==> src/rtl/mem_arb.sv <==
// Two-port memory arbiter: instruction fetch and load/store share one memory port.
// One access in flight at a time; fixed read latency LAT; alternating priority on contention.
module mem_arb #(
    parameter int unsigned LAT = 2
) (
    input  logic        clk,
    input  logic        rst_n,
    input  logic        if_req,
    input  logic [31:0] if_addr,
    output logic        if_gnt,
    output logic        if_rvalid,
    output logic [31:0] if_rdata,
    input  logic        ls_req,
    input  logic        ls_we,
    input  logic [3:0]  ls_be,
    input  logic [31:0] ls_addr,
    input  logic [31:0] ls_wdata,
    output logic        ls_gnt,
    output logic        ls_rvalid,
    output logic [31:0] ls_rdata,
    output logic        mem_en,
    output logic        mem_we,
    output logic [3:0]  mem_be,
    output logic [31:0] mem_addr,
    output logic [31:0] mem_wdata,
    input  logic [31:0] mem_rdata
);

    typedef enum logic [1:0] {StIdle, StIssue, StWait} state_e;

    state_e      state_q, state_d;
    logic [3:0]  cnt_q, cnt_d;
    logic        last_owner_q, last_owner_d;  // 0 = fetch, 1 = load/store
    logic        owner_q, owner_d;
    logic        we_q, we_d;
    logic [3:0]  be_q, be_d;
    logic [31:0] addr_q, addr_d;
    logic [31:0] wdata_q, wdata_d;
    logic        if_win, ls_win;

    // Pick a winner in IDLE; on contention the side that did not win last time goes.
    // Grants are suppressed while reset is asserted even though IDLE is forced.
    always_comb begin
        if_win = 1'b0;
        ls_win = 1'b0;
        if (state_q == StIdle && rst_n) begin
            if (if_req && ls_req) begin
                ls_win = ~last_owner_q;
                if_win = last_owner_q;
            end else begin
                if_win = if_req;
                ls_win = ls_req;
            end
        end
    end

    // Next-state logic, request capture and response steering.
    always_comb begin
        state_d      = state_q;
        cnt_d        = cnt_q;
        last_owner_d = last_owner_q;
        owner_d      = owner_q;
        we_d         = we_q;
        be_d         = be_q;
        addr_d       = addr_q;
        wdata_d      = wdata_q;
        if_gnt       = if_win;
        ls_gnt       = ls_win;
        if_rvalid    = 1'b0;
        ls_rvalid    = 1'b0;
        if_rdata     = '0;
        ls_rdata     = '0;
        mem_en       = 1'b0;
        unique case (state_q)
            StIdle: begin
                if (if_win || ls_win) begin
                    owner_d      = ls_win;
                    last_owner_d = ls_win;
                    we_d         = ls_win & ls_we;
                    be_d         = ls_win ? ls_be : 4'hF;
                    addr_d       = ls_win ? ls_addr : if_addr;
                    wdata_d      = ls_win ? ls_wdata : '0;
                    state_d      = StIssue;
                end
            end
            StIssue: begin
                mem_en  = 1'b1;
                cnt_d   = 4'(LAT - 1);
                state_d = StWait;
            end
            StWait: begin
                if (cnt_q != 4'd0) begin
                    cnt_d = cnt_q - 4'd1;
                end else begin
                    if (owner_q) begin
                        ls_rvalid = 1'b1;
                        ls_rdata  = we_q ? '0 : mem_rdata;
                    end else begin
                        if_rvalid = 1'b1;
                        if_rdata  = mem_rdata;
                    end
                    state_d = StIdle;
                end
            end
            default: state_d = StIdle;
        endcase
    end

    // Memory strobe only in ISSUE; write enable is qualified by the strobe.
    assign mem_we    = mem_en & we_q;
    assign mem_be    = be_q;
    assign mem_addr  = addr_q;
    assign mem_wdata = wdata_q;

    // State register; reset drops any in-flight access.
    always_ff @(posedge clk or negedge rst_n) begin
        if (!rst_n) begin
            state_q      <= StIdle;
            cnt_q        <= '0;
            last_owner_q <= 1'b0;
            owner_q      <= 1'b0;
            we_q         <= 1'b0;
            be_q         <= '0;
            addr_q       <= '0;
            wdata_q      <= '0;
        end else begin
            state_q      <= state_d;
            cnt_q        <= cnt_d;
            last_owner_q <= last_owner_d;
            owner_q      <= owner_d;
            we_q         <= we_d;
            be_q         <= be_d;
            addr_q       <= addr_d;
            wdata_q      <= wdata_d;
        end
    end

endmodule

==> config.mk <==
export PLATFORM = sky130hd
export DESIGN_NAME = mem_arb
export DESIGN_NICKNAME = d
export VERILOG_FILES = /design/src/rtl/mem_arb.sv
export SDC_FILE = /design/constraint.sdc
export NUM_CORES = 1
export LEC_CHECK = 0
export CORE_ASPECT_RATIO = 0.6
export CORE_UTILIZATION = 35
export DETAILED_ROUTE_END_ITERATION = 10
export GPL_TIMING_DRIVEN = 0
export HOLD_SLACK_MARGIN = 0.06
export MAX_ROUTING_LAYER = met4
export PLACE_DENSITY = 0.81
export SLEW_MARGIN = 30
export SYNTH_ARGS = -nofsm -noshare
export SYNTH_HDL_FRONTEND = slang
export SYNTH_SLANG_ARGS = --single-unit
==> constraint.sdc <==
create_clock -name clk -period 2.22 [get_ports clk]
set_input_delay 0.444 -clock clk [delete_from_list [all_inputs] [get_ports clk]]
set_output_delay 0.444 -clock clk [all_outputs]
set_load 0.02 [all_outputs]
==> reports/results.ini <==
[clocking]
clockBufferDepth = 2
clock_sinks = 76
cts_inserted_buffers = 9
h_tree_levels = 3
tritoncts_clock_tree = yes
root_buffer = sky130_fd_sc_hd__clkbuf_16
clk_latency_ps = 340
clk_transition_reported_paths_ps = 60

[detailed_routing]
drt_drc_violations_left = 0
routedWlPerCell_um = 18.7
via_per_inst = 5.31
first_iter_violations = 306
drtPass1Iterations = 5
postRouteWirelength_mm = 15.7
detailroute.via_count = 4473
drt.antenna.violating_nets = 0

[grt]
globalRouteMet1Util_pct = 35.7
grt_pass1_vias = 4206
grt_antenna_before_repair = 0
grt_most_used_layer = met2
largest_net_degree_at_the_start_of_global_routing = 23
grt-ovfl-total = 0
grt_first_pass_wirelength_mm = 23.1
met3_usage_pct = 6.23
gr-usage-all-layers_pct = 27.7
grt_util_met2_pct = 43.7

[pwr]
power-per-cell-area_nw_per_um2 = 1120
ir_worst_vdd_mv = 0.747
power.static_leakage_nw = 3.30

[setup_path]
r2r_cells = 5
setup_slack_on_the_worst_flop_to_flop_path_ps = 430
arrival_time_of_data_at_the_critical_path_endpoint_ps = 2020
cp_endpoint = if_rdata[18]
critical_path.startpoint_type = flip-flop
critical_path.endpoint_type = primary output
cp_data_required_time_ps = 1780
path_cells = inv_2 -> ha_4 -> nand4bb_4 -> nor3_4 -> buf_6 -> buf_6 -> buf_8 -> and2_1 -> buf_6
critical_path_class = flip-flop to primary output
critPathSlowestCell = sky130_fd_sc_hd__dfrtp_1
crit_path_max_incr_delay_ps = 400
crit_path_start = cnt_q[0]
regToRegStartpoint = state_q[0]
cpMostUsedCell = sky130_fd_sc_hd__buf_6
worst-path-max-fanout = 5
rr_endpoint = mem_addr[15]

[timing]
post-route-period-util_pct = 111
setup_violations = 65
fin_worst_skew_ps = 9.19
max_freq_ghz = 0.405
setup_repair_after_global_routing_missed_its_margin = yes
slew_headroom_pct = 43.9
fin_crit_ps = 2470
final_critical_path_setup_slack_ps = -249
worst-slew-pin-transition_ps = 838
hold_viol_final = 0
max_transition_viols_final = 0

[floorplan]
top_level_ports = 275
die-area_um2 = 11300
die_w_um = 137
number_of_placement_rows = 29
floorplan.die.height_um = 82.8
floorplan.initialDensity_pct = 36.1
area_of_the_core_um2 = 10600

[yosys]
mappedNetlistArea_um2 = 3810
yosys_most_used_dff = sky130_fd_sc_hd__dfrtp_1
synth_top_cells_by_area = sky130_fd_sc_hd__dfrtp_1 50%, sky130_fd_sc_hd__and2_1 11%, sky130_fd_sc_hd__a22o_1 7.6%, sky130_fd_sc_hd__a31oi_1 5.4%, sky130_fd_sc_hd__a21oi_1 4.3%
post-synth-top-area-fraction_pct = 49.9
avgSynthCellArea_um2 = 9.77
number_of_enable_type_register_cells_in_the_synthesized_netlist = 0
synth_seq_area_share_pct = 49.9
synth_async_sr_flop_share_pct = 100
yosys.cell_types.count = 38
synthMostInstantiatedCell = sky130_fd_sc_hd__dfrtp_1
synth_area_leader_cell = sky130_fd_sc_hd__dfrtp_1
syn_nets = 528
synth_common_cells = 76 x sky130_fd_sc_hd__dfrtp_1, 66 x sky130_fd_sc_hd__and2_1, 33 x sky130_fd_sc_hd__a21oi_1, 33 x sky130_fd_sc_hd__a22o_1, 33 x sky130_fd_sc_hd__a31oi_1
synth.ff_latch_count = 76
synthesized_instance_count = 390
synth-warning-count = 0

[place]
hpwl_mm = 11.2
port-buffer-count = 274
detailed_place.area_um2 = 6740
gp_congestion = 0.888

[layout]
final.fill_count = 734
final_util_pct = 72.4
layout_cells_sized_above_1_pct = 28.6
syn2layout_area_growth_pct = 101
postLayoutCellArea_um2 = 7650
diodes = 0
post_layout_nets = 837

[hold_path]
hold_class = input pin to async pin

[flow_run]
cap_violations = 0

[status]
violations = negative setup slack
outcome = finished, violations left

kinds of logic after synthesis:
kind of cell               synth area share (%)
AOI/OAI and AO/OA                          24.8
and+or+nand+nor                            19.7
DFF                                        49.9
buffers and inverters                      5.22
adders and majority gates                 0.328
metal layers:
layer	part of all wire, %	vias up
met5	0	-
met2	48	229
met3	7.5	29
met4	2.0	0
li1	-	2044
met1	43	2171
power breakdown:
group          internal [mW]  switching, mW
Combinational           2.22           2.23
Clock                   1.00          0.630
Sequential              2.03          0.437
layout make-up:
class	instances	area (um2)	area share, %
timing repair buffer	300	3110	40.6
sequential	76	1900	24.9
multi-input combinational	268	1880	24.6
clock buffer	9	225	2.94
buffer	36	216	2.83
tap	139	174	2.27
clock inverter	7	105	1.37
inverter	8	37.5	0.491
worst min path at each step:
stage	start	to	slack, ps	depth (start not counted)
6_report	rst_n	mem_addr[0]	150	2
5_1_grt	rst_n	mem_wdata[25]	140	2
4_1_cts	rst_n	mem_wdata[25]	140	2
3_5_place_dp	rst_n	mem_wdata[16]	480	1
3_3_place_gp	mem_be[3]	mem_be[3]	470	1
2_1_floorplan	rst_n	cnt_q[0]	150	0
critical path, delay by kind of cell (launching register included):
kind / cells / cell delay, ps
fa+ha+maj: 1 / 150
buf+inv: 5 / 550
flops: 1 / 400
simple gates: 3 / 590
timing repair:
action	in CTS	in global routing
resized for setup	468	30
pin swaps	25	12
cloned	6	1
endpoints found under the hold margin	43	0
endpoints found under the setup margin	70	67
hold buffers	3	0
setup buffers	10	5
layout by cell type, fill, tap and decap left out, types with 3 or more instances in the layout:
cell	synthesis	final
sky130_fd_sc_hd__inv_1	6	4
sky130_fd_sc_hd__and2_1	66	14
sky130_fd_sc_hd__inv_6	0	3
sky130_fd_sc_hd__dlygate4sd2_1	0	3
sky130_fd_sc_hd__a21oi_1	33	33
sky130_fd_sc_hd__o21ai_1	6	6
sky130_fd_sc_hd__buf_8	0	7
sky130_fd_sc_hd__a31oi_1	33	33
sky130_fd_sc_hd__nor2b_1	4	4
sky130_fd_sc_hd__and2_4	0	52
sky130_fd_sc_hd__buf_4	2	24
sky130_fd_sc_hd__nand3_1	32	32
sky130_fd_sc_hd__inv_2	2	3
sky130_fd_sc_hd__buf_6	0	60
sky130_fd_sc_hd__o22a_1	5	5
sky130_fd_sc_hd__a22o_1	33	33
sky130_fd_sc_hd__o21ai_0	29	29
sky130_fd_sc_hd__clkdlybuf4s50_1	0	203
sky130_fd_sc_hd__nor3_1	3	3
sky130_fd_sc_hd__clkbuf_16	0	10
sky130_fd_sc_hd__dfrtp_1	76	74
sky130_fd_sc_hd__buf_2	15	17
sky130_fd_sc_hd__clkbuf_1	21	14
state kept, by name, summed over array words and instances (netlist names):
name and count:
owner_q 1, mem_wdata 32, mem_be 4, we_q 1
state_q 2, cnt_q 4, mem_addr 32
per-stage QoR:
step           hold WS (ps)  setup TNS [ps]  instances  worst slack (ps)  total power, mW
6_report                151          -10580        843              -249             8.55
5_1_grt                 144          -15440        843              -340             8.94
4_1_cts                 142           -9260        837              -196             8.45
3_5_place_dp            477          -53380        804             -1080             6.55
3_3_place_gp            472         -381380        803             -3570             6.45
2_1_floorplan           148               0        390               212             4.48
(Power assumes the default switching activity.)
